===== config.mk =====
export PLATFORM = sky130hd
export DESIGN_NAME = spm_program_loader
export DESIGN_NICKNAME = d
export VERILOG_FILES = /design/src/rtl/spm_program_loader.sv
export SDC_FILE = /design/constraint.sdc
export NUM_CORES = 1
export LEC_CHECK = 0
export ABC_AREA = 1
export CELL_PAD_IN_SITES_DETAIL_PLACEMENT = 0
export CELL_PAD_IN_SITES_GLOBAL_PLACEMENT = 1
export CORE_AREA = 2 2 143 103
export CTS_CLUSTER_DIAMETER = 120
export DETAILED_ROUTE_END_ITERATION = 7
export DIE_AREA = 0 0 145 105
export PLACE_DENSITY = 0.77
export SLEW_MARGIN = 20
export SYNTH_ARGS = -nofsm -noshare
export SYNTH_HDL_FRONTEND = slang
export SYNTH_SLANG_ARGS = --single-unit

===== constraint.sdc =====
create_clock -name clk -period 2.6 [get_ports clk]
set_clock_uncertainty 0.05 [all_clocks]
set_input_delay 0.39 -clock clk [delete_from_list [all_inputs] [get_ports clk]]
set_output_delay 0.39 -clock clk [all_outputs]
set_load 0.03 [all_outputs]

===== src/rtl/spm_program_loader.sv =====
// Wishbone-fed loader for the RISC_SPM external memory port: buffers (addr,data)
// pairs in a small FIFO, replays them as ext_write pulses, and supports single-byte readback.
module spm_program_loader #(
    parameter int FIFO_DEPTH  = 4,
    parameter int WRITE_PULSE = 1,
    parameter int SETTLE      = 2
) (
    input  logic        clk,
    input  logic        rst,
    input  logic        wbs_stb_i,
    input  logic        wbs_cyc_i,
    input  logic        wbs_we_i,
    input  logic [3:0]  wbs_sel_i,
    input  logic [31:0] wbs_adr_i,
    input  logic [31:0] wbs_dat_i,
    output logic        wbs_ack_o,
    output logic [31:0] wbs_dat_o,
    output logic        ext_write,
    output logic [7:0]  address_bus,
    output logic [7:0]  data_bus,
    input  logic [7:0]  memory_bus,
    output logic        busy
);
    localparam int AW = $clog2(FIFO_DEPTH);
    localparam int CW = AW + 1;

    typedef enum logic [2:0] {
        S_IDLE, S_SETUP, S_PULSE, S_HOLD, S_RSETTLE, S_RCAP
    } state_t;

    state_t        r_state, w_next;
    logic [3:0]    r_timer;
    logic [15:0]   r_fifo [FIFO_DEPTH];
    logic [AW-1:0] r_wptr, r_rptr;
    logic [CW-1:0] r_count;
    logic [7:0]    r_addr, r_data, r_rdaddr, r_rdbyte;
    logic          r_pend, r_rdvalid;
    logic          w_req, w_accept, w_push, w_pop, w_empty, w_full, w_wr_rdaddr;
    logic [1:0]    w_sel;
    logic [31:0]   w_rdval;
    logic          w_unused;

    assign w_unused = ^{wbs_sel_i, wbs_adr_i[31:4], wbs_adr_i[1:0]};

    assign w_empty = (r_count == '0);
    assign w_full  = (r_count == CW'(FIFO_DEPTH));
    assign w_sel   = wbs_adr_i[3:2];
    assign w_req   = wbs_stb_i & wbs_cyc_i & ~wbs_ack_o;
    // Backpressure: hold off WDATA while full and RDADDR while a read is outstanding.
    assign w_accept = w_req
                    & ~(wbs_we_i & (w_sel == 2'd0) & w_full)
                    & ~(wbs_we_i & (w_sel == 2'd2) & r_pend);
    assign w_push      = w_accept & wbs_we_i & (w_sel == 2'd0);
    assign w_wr_rdaddr = w_accept & wbs_we_i & (w_sel == 2'd2);
    assign w_pop       = (w_next == S_SETUP);

    assign busy        = (r_state != S_IDLE) | ~w_empty | r_pend;
    assign address_bus = r_addr;
    assign data_bus    = r_data;

    always_ff @(posedge clk or posedge rst) begin
        if (rst) begin
            r_state <= S_IDLE;
            r_timer <= '0;
        end else begin
            r_state <= w_next;
            r_timer <= (w_next != r_state) ? 4'd0 : r_timer + 4'd1;
        end
    end

    // Writes always win over a pending read, so reads observe every earlier write.
    always_comb begin
        w_next = r_state;
        case (r_state)
            S_IDLE: begin
                if (!w_empty)    w_next = S_SETUP;
                else if (r_pend) w_next = S_RSETTLE;
            end
            S_SETUP:   w_next = S_PULSE;
            S_PULSE:   if (r_timer == 4'(WRITE_PULSE - 1)) w_next = S_HOLD;
            S_HOLD:    w_next = w_empty ? S_IDLE : S_SETUP;
            S_RSETTLE: if (r_timer == 4'(SETTLE - 1)) w_next = S_RCAP;
            S_RCAP:    w_next = S_IDLE;
            default:   w_next = S_IDLE;
        endcase
    end

    always_comb begin
        ext_write = 1'b0;
        case (r_state)
            S_PULSE: ext_write = 1'b1;
            default: ext_write = 1'b0;
        endcase
    end

    always_ff @(posedge clk) begin
        if (w_push) r_fifo[r_wptr] <= wbs_dat_i[15:0];
    end

    always_ff @(posedge clk or posedge rst) begin
        if (rst) begin
            r_wptr  <= '0;
            r_rptr  <= '0;
            r_count <= '0;
        end else begin
            if (w_push) r_wptr <= r_wptr + 1'b1;
            if (w_pop)  r_rptr <= r_rptr + 1'b1;
            case ({w_push, w_pop})
                2'b10:   r_count <= r_count + CW'(1);
                2'b01:   r_count <= r_count - CW'(1);
                default: r_count <= r_count;
            endcase
        end
    end

    always_ff @(posedge clk or posedge rst) begin
        if (rst) begin
            r_addr    <= '0;
            r_data    <= '0;
            r_rdaddr  <= '0;
            r_rdbyte  <= '0;
            r_pend    <= 1'b0;
            r_rdvalid <= 1'b0;
        end else begin
            if (w_pop) begin
                r_addr <= r_fifo[r_rptr][15:8];
                r_data <= r_fifo[r_rptr][7:0];
            end else if (w_next == S_RSETTLE && r_state != S_RSETTLE) begin
                r_addr <= r_rdaddr;
            end
            if (w_wr_rdaddr) begin
                r_rdaddr  <= wbs_dat_i[7:0];
                r_pend    <= 1'b1;
                r_rdvalid <= 1'b0;
            end else if (r_state == S_RCAP) begin
                r_rdbyte  <= memory_bus;
                r_pend    <= 1'b0;
                r_rdvalid <= 1'b1;
            end
        end
    end

    always_comb begin
        w_rdval = '0;
        case (w_sel)
            2'd1:    w_rdval = {23'd0, 5'(r_count), r_rdvalid, w_full, w_empty, busy};
            2'd3:    w_rdval = {24'd0, r_rdbyte};
            default: w_rdval = '0;
        endcase
    end

    always_ff @(posedge clk or posedge rst) begin
        if (rst) begin
            wbs_ack_o <= 1'b0;
            wbs_dat_o <= '0;
        end else begin
            wbs_ack_o <= w_accept;
            wbs_dat_o <= (w_accept && !wbs_we_i) ? w_rdval : 32'd0;
        end
    end

endmodule

* Yosys cells after proc, flatten, opt, wreduce, memory -nomap -nowiden
Memory sizes are Yosys's and may differ from the RTL's. Index checks and enable logic that the tools add are counted.
Storage, ports and cells: word-level logic and storage cells 84, memories 1, RAM bits 64, bits in registers 81
Memory list:
- r_fifo | depth 4, width 16, read ports 1, clocked after Yosys merged registers in 0, write ports 1, line 33 | logic [15:0] r_fifo [FIFO_DEPTH];
Operators by class: bitwise logic cells 18, mux-type cells 19, reduce and logical (&&, ||, !) cells 12, $add $sub $neg 5, equal/unequal tests 16
Operators by type and width (number):
- $mux W32 | 1
- $mux W8 | 2
- $pmux W8 S2 | 1
- $pmux W3 S5 | 1
- $eq A3 B3 Y1 const B | 4
- $mux W3 | 4
- $and A1 B1 Y1 | 11
- $mux W1 | 8
- $eq A2 B2 Y1 const B | 3
- $eq A3 B1 Y1 const B | 2
- $eq A3 B2 Y1 const B | 2
- $logic_not A3 Y1 | 2
- $pmux W3 S2 | 1
- $reduce_bool A2 Y1 | 3
- $not A1 Y1 | 5
- $add A2 B1 Y2 const B | 2
- $add A4 B1 Y4 const B | 1
- $eq A2 B1 Y1 const B | 2
- $eq A4 B1 Y1 const B | 1
- $logic_not A4 Y1 | 1
- $mux W4 | 1
- $add A3 B1 Y3 const B | 1
- $ne A3 B3 Y1 | 1
- $ne A3 B3 Y1 const B | 1
- other kinds (7) | 9

* Longest topological paths before layout
depth in word-level cells 10, mapped depth 15

* Least setup slack after synthesis
OpenSTA, ideal clock, no wires.
kind flip-flop to flip-flop, from register r_state[2], to register r_count[2], stages on the path, launching flop included 15, setup time 131 ps, path slack -101 ps, buffers on the path 1, arrival time 2520 ps, data required time 2419 ps, path through dfrtp_1 > inv_2 > nand2_1 > nor2_1 > nand2_1 > nand4_2 > nand3_2 > inv_4 > buf_6 > ha_1 > inv_1 > fa_1 > a21oi_1 > o21ai_0 > xor2_1
On the way: elaborated cells on any way between the ends 15, those cells by class eq/ne (7); mux (6); reduce/logical (2)
RTL lines:
- from (decl) | line 31 | state_t r_state, w_next;
- from (signal assigned) | line 66 | r_state <= w_next;
- $eq A3 B3 Y1 (tied with other cells) | line 74 | case (r_state)
- $pmux W3 S5 (*) | line 74
- net w_next[0] | line 31
- $eq A3 B1 Y1 (*) | line 55 | assign w_pop = (w_next == S_SETUP);
- $eq A2 B1 Y1 or $eq A2 B2 Y1 (tied branches) | line 108 | case ({w_push, w_pop})
- $pmux W3 S2 or $reduce_bool A2 Y1 (tied branches)
- to (signal assigned) | line 109 | 2'b10: r_count <= r_count + CW'(1);
- to (signal assigned) | line 110 | 2'b01: r_count <= r_count - CW'(1);
- to (signal assigned) | line 111 | default: r_count <= r_count;
- to (decl) | line 35 | logic [CW-1:0] r_count;
Mark *: on every way through the listed nets, which the timed path passes. The rest lies on a longest branch. A chain may end at the register's enable or synchronous reset.

* Worst setup path after layout
from register r_count[1], to output port busy
On the way: longest elaborated chain between the ends 4
Ends and longest elaborated chain:
- $logic_not A3 Y1 | line 45 | assign w_empty = (r_count == '0);
- $not A1 Y1 | line 57 | assign busy = (r_state != S_IDLE) | ~w_empty | r_pend;
- $or A1 B1 Y1 (2 in a row) | line 57
- to (decl) | line 22 | output logic busy
Every way passes these cells.

==> impl_metrics.json <==
{
  "syn-mean-instance-area_sq_um": 10.5,
  "detail_route.drc_violations": 0,
  "power.density_nw_per_um2": 1140,
  "synth_top_area_share_pct": 37.0,
  "cts_buffer_depth": 2,
  "cts_repair_resize_count": 0,
  "timing.critical_path.from_type": "flop",
  "worstSkewPairLatency_ns": 0.41,
  "cts.repair_timing.setup_buffer_count": 0,
  "layout_min_cycle_time_ns": 2.42,
  "worst_pin_slew_ns": 0.621,
  "ys_top_cells_by_count": "sky130_fd_sc_hd__nand2_1 (90), sky130_fd_sc_hd__edfxtp_1 (64), sky130_fd_sc_hd__dfrtp_1 (57)",
  "yosys.area_share.simple_pct": 15.3,
  "final_layout_size_suffix_gt1_share_pct": 9.88,
  "drt-wirelength-per-cell_um": 14.6,
  "vdd.ir_drop.worst_mv": 0.605,
  "first_global_vias": 3492,
  "grt_antenna_before_repair": 0,
  "dp.final_hpwl_mm": 7.19,
  "finalCoreUtilization_pct": 47.7,
  "ctsRootBufferMaster": "sky130_fd_sc_hd__clkbuf_16",
  "max_freq_mhz": 414,
  "initial_core_util_pct": 37.8,
  "setup_viol_count_final": 0,
  "numCtsBuffers": 17,
  "area_delta_synth_final_pct": 26.3,
  "grt_first_pass_wirelength_mm": 18.2,
  "synth.yosys.seq_area_share_pct": 64.5,
  "synth-adder-area-share_pct": 2.32,
  "grt_setup_unrepaired": "false",
  "synth-warning-count": 0,
  "hold_path.class": "input port to async pin",
  "crit-reg2reg-launch": "r_state[0]$_DFF_PP0_",
  "totalNegativeSetupSlack_ns": 0,
  "grt_max_degree": 58,
  "crit_chain": "nor2_2 > nand2_1 > inv_1 > nand3_1 > clkdlybuf4s50_1",
  "post-synth-top-area-cell": "sky130_fd_sc_hd__edfxtp_1",
  "report.final.slew_viol_count": 0,
  "drt-total-wl_mm": 11.2,
  "synth_top_family_by_area": "simple AND/OR/NAND/NOR gates",
  "synthesis.instances": 492,
  "post-route-period-util_pct": 92.9,
  "antennaDiodeCount": 0,
  "synth_area_sq_um": 5190,
  "fin_nets": 654,
  "n_fill_cell": 1254,
  "drt_first_iter_violations": 303,
  "grtUsageTotal_pct": 15.6,
  "max-cap-violations": 0,
  "yosysMostFrequentCell": "sky130_fd_sc_hd__nand2_1",
  "grt_overflow": 0,
  "timing.max_slew.rel_slack_pct": 58.6,
  "count_of_flip_flops_with_a_built_in_enable_after_synthesis": 64,
  "cts_tree": "yes",
  "cp_data_required_time_ns": 2.16,
  "worstSetupEndpointType": "output port",
  "die_area_sq_um": 15200,
  "cpMaxStageDelayCell": "sky130_fd_sc_hd__clkdlybuf4s50_1",
  "first_pass_iters": 4,
  "fp.dieW_um": 145,
  "cts_max_level": 4,
  "finalWeightedCongestion": 0.746,
  "i_o_pin_count": 132,
  "worst-setup-path-type": "flop to output port",
  "post_synth_mux_area_share_pct": 0,
  "asyncSetResetFlopFracSynth_pct": 47.1,
  "synth_seq_cells": 121,
  "power_mw": 7.45,
  "crit_start": "r_count[1]$_DFFE_PP0P_",
  "drtAntennaViolNets": 0,
  "cts.sinks": 121,
  "place.port_buffers": 57,
  "hold_viol": 0,
  "area_fraction_in_compound_gates_after_synthesis_pct": 7.91,
  "via_per_inst": 4.61,
  "worst_ep_arrival_time_ns": 1.98,
  "timing.critical_path.slowest_cell_delay_ns": 0.62,
  "routed-via-count": 3538,
  "crit_path_max_fanout": 4,
  "core_area_sq_um": 13700,
  "commonest_register_cell_after_synthesis": "sky130_fd_sc_hd__edfxtp_1",
  "postCtsHoldBufs": 0,
  "synth.lib_cells_used.distinct": 31,
  "clkTransAtPathRegs_ns": 0.05,
  "ranking_of_synthesized_cells_by_area": "sky130_fd_sc_hd__edfxtp_1 (37%), sky130_fd_sc_hd__dfrtp_1 (27%), sky130_fd_sc_hd__nand2_1 (6.5%), sky130_fd_sc_hd__o21ai_0 (4.3%), sky130_fd_sc_hd__nor2_1 (4.1%)",
  "total_leakage_power_nw": 2.82,
  "num_rows": 36,
  "run_status": "finished, final reports clean",
  "die_height_um": 105,
  "synth_xor_xnor_area_share_pct": 1.01
}
## layer usage
metal / global-route usage [%] / wire [um] / up-vias / share of wire, %
met5: 0 / 0 / - / 0
met4: 7.07 / 190 / 0 / 1.7
met3: 4.54 / 524 / 17 / 4.7
met2: 23.2 / 4990 / 93 / 45
met1: 21.1 / 5480 / 1695 / 49
li1: - / - / 1733 / -
## state kept, by name, summed over array words and instances (netlist names)
register / flops
r_rdvalid: 1
r_count: 3
r_state: 3
wbs_dat_o: 8
r_rptr: 2
wbs_ack_o: 1
r_timer: 4
r_wptr: 2
data_bus: 8
r_rdbyte: 8
r_pend: 1
r_fifo: 64
address_bus: 8
r_rdaddr: 8
## report_power, final
part	total, mW	switching [mW]	internal, mW
Sequential	2.60	0.225	2.37
Clock	2.29	0.804	1.49
Combinational	2.56	1.66	0.899
## cell usage in the layout, fill, tap and decap left out
cell type                         synthesis  final
sky130_fd_sc_hd__buf_4                   26      7
sky130_fd_sc_hd__clkinv_1                 0      1
sky130_fd_sc_hd__nand4_1                  1      1
sky130_fd_sc_hd__inv_4                    1      1
sky130_fd_sc_hd__nand3_2                  2      2
sky130_fd_sc_hd__nor2_1                  56     55
sky130_fd_sc_hd__clkbuf_16                0     17
sky130_fd_sc_hd__fa_1                     1      1
sky130_fd_sc_hd__inv_1                   48     47
sky130_fd_sc_hd__o22ai_1                 18     18
sky130_fd_sc_hd__nor2_4                   1      1
sky130_fd_sc_hd__nand2_1                 90     90
sky130_fd_sc_hd__nor2_2                   3      4
sky130_fd_sc_hd__ha_1                     8      8
sky130_fd_sc_hd__dfrtp_1                 57     57
sky130_fd_sc_hd__nor3_2                   1      1
sky130_fd_sc_hd__nand3_1                 28     28
sky130_fd_sc_hd__inv_2                    5      6
sky130_fd_sc_hd__a21oi_1                 12     12
sky130_fd_sc_hd__xor2_1                   4      4
sky130_fd_sc_hd__edfxtp_1                64     64
sky130_fd_sc_hd__nand2_2                  1      1
sky130_fd_sc_hd__buf_12                   0      5
sky130_fd_sc_hd__clkdlybuf4s50_1          0     57
sky130_fd_sc_hd__clkinv_2                 0      7
sky130_fd_sc_hd__nor2_8                   1      1
sky130_fd_sc_hd__clkbuf_1                 9      4
sky130_fd_sc_hd__conb_1                   1     24
sky130_fd_sc_hd__a211oi_1                 1      1
sky130_fd_sc_hd__o21ai_0                 45     45
sky130_fd_sc_hd__xnor2_1                  2      2
sky130_fd_sc_hd__nand4_2                  1      1
sky130_fd_sc_hd__bufinv_16                0      3
sky130_fd_sc_hd__o21ai_1                  1      1
## cells by family after synthesis
family,Yosys count
buf+inv,93
compound gates,77
simple gates,185
xor+xnor,6
flops,121
fa+ha+maj,9
other cells,1
## final timing paths
| path | to | slack, ns | depth (start not counted) |
|---|---|---|---|
| worst max-delay path | busy | 0.18 | 5 |
| worst min-delay path | data_bus[3]$_DFFE_PP0N_ | 0.30 | 3 |
| worst max register to register | r_count[2]$_DFFE_PP0P_ | 0.25 | 13 |
| worst min register to register | r_rdbyte[1]$_DFFE_PP0P_ | 0.42 | 2 |
| max in group asynchronous | r_rdaddr[1]$_DFFE_PP0P_ | 1.92 | 3 |
| min in group clk | r_rdbyte[1]$_DFFE_PP0P_ | 0.42 | 2 |
## final cells by class
cell class / instances / area, sq um / share of cell area, %
clock buffer: 21 / 440 / 6.72
clock inverter: 11 / 129 / 1.97
inverter: 54 / 205 / 3.13
multi-input combinational: 301 / 1470 / 22.4
sequential: 121 / 3350 / 51.1
tap: 190 / 238 / 3.63
timing repair buffer: 69 / 723 / 11.0
## stage by stage
stage / instances / hold WS (ns) / setup slack [ns] / cell area [sq um]
6_report: 767 / 0.295 / 0.183 / 6550
5_1_grt: 767 / 0.356 / 0.0417 / 6550
4_1_cts: 767 / 0.317 / 0.175 / 6550
3_5_place_dp: 735 / 0.418 / 0.0697 / 5980
3_3_place_gp: 735 / 0.407 / 0.0681 / 5980
2_1_floorplan: 515 / 0.392 / 0.0645 / 5280
## critical path: cells and delay by family (launching register included)
kind / cells / cell delay (ns)
flops: 1 / 0.40
simple gates: 3 / 0.45
buf+inv: 2 / 0.71
(Power assumes the default switching activity.)
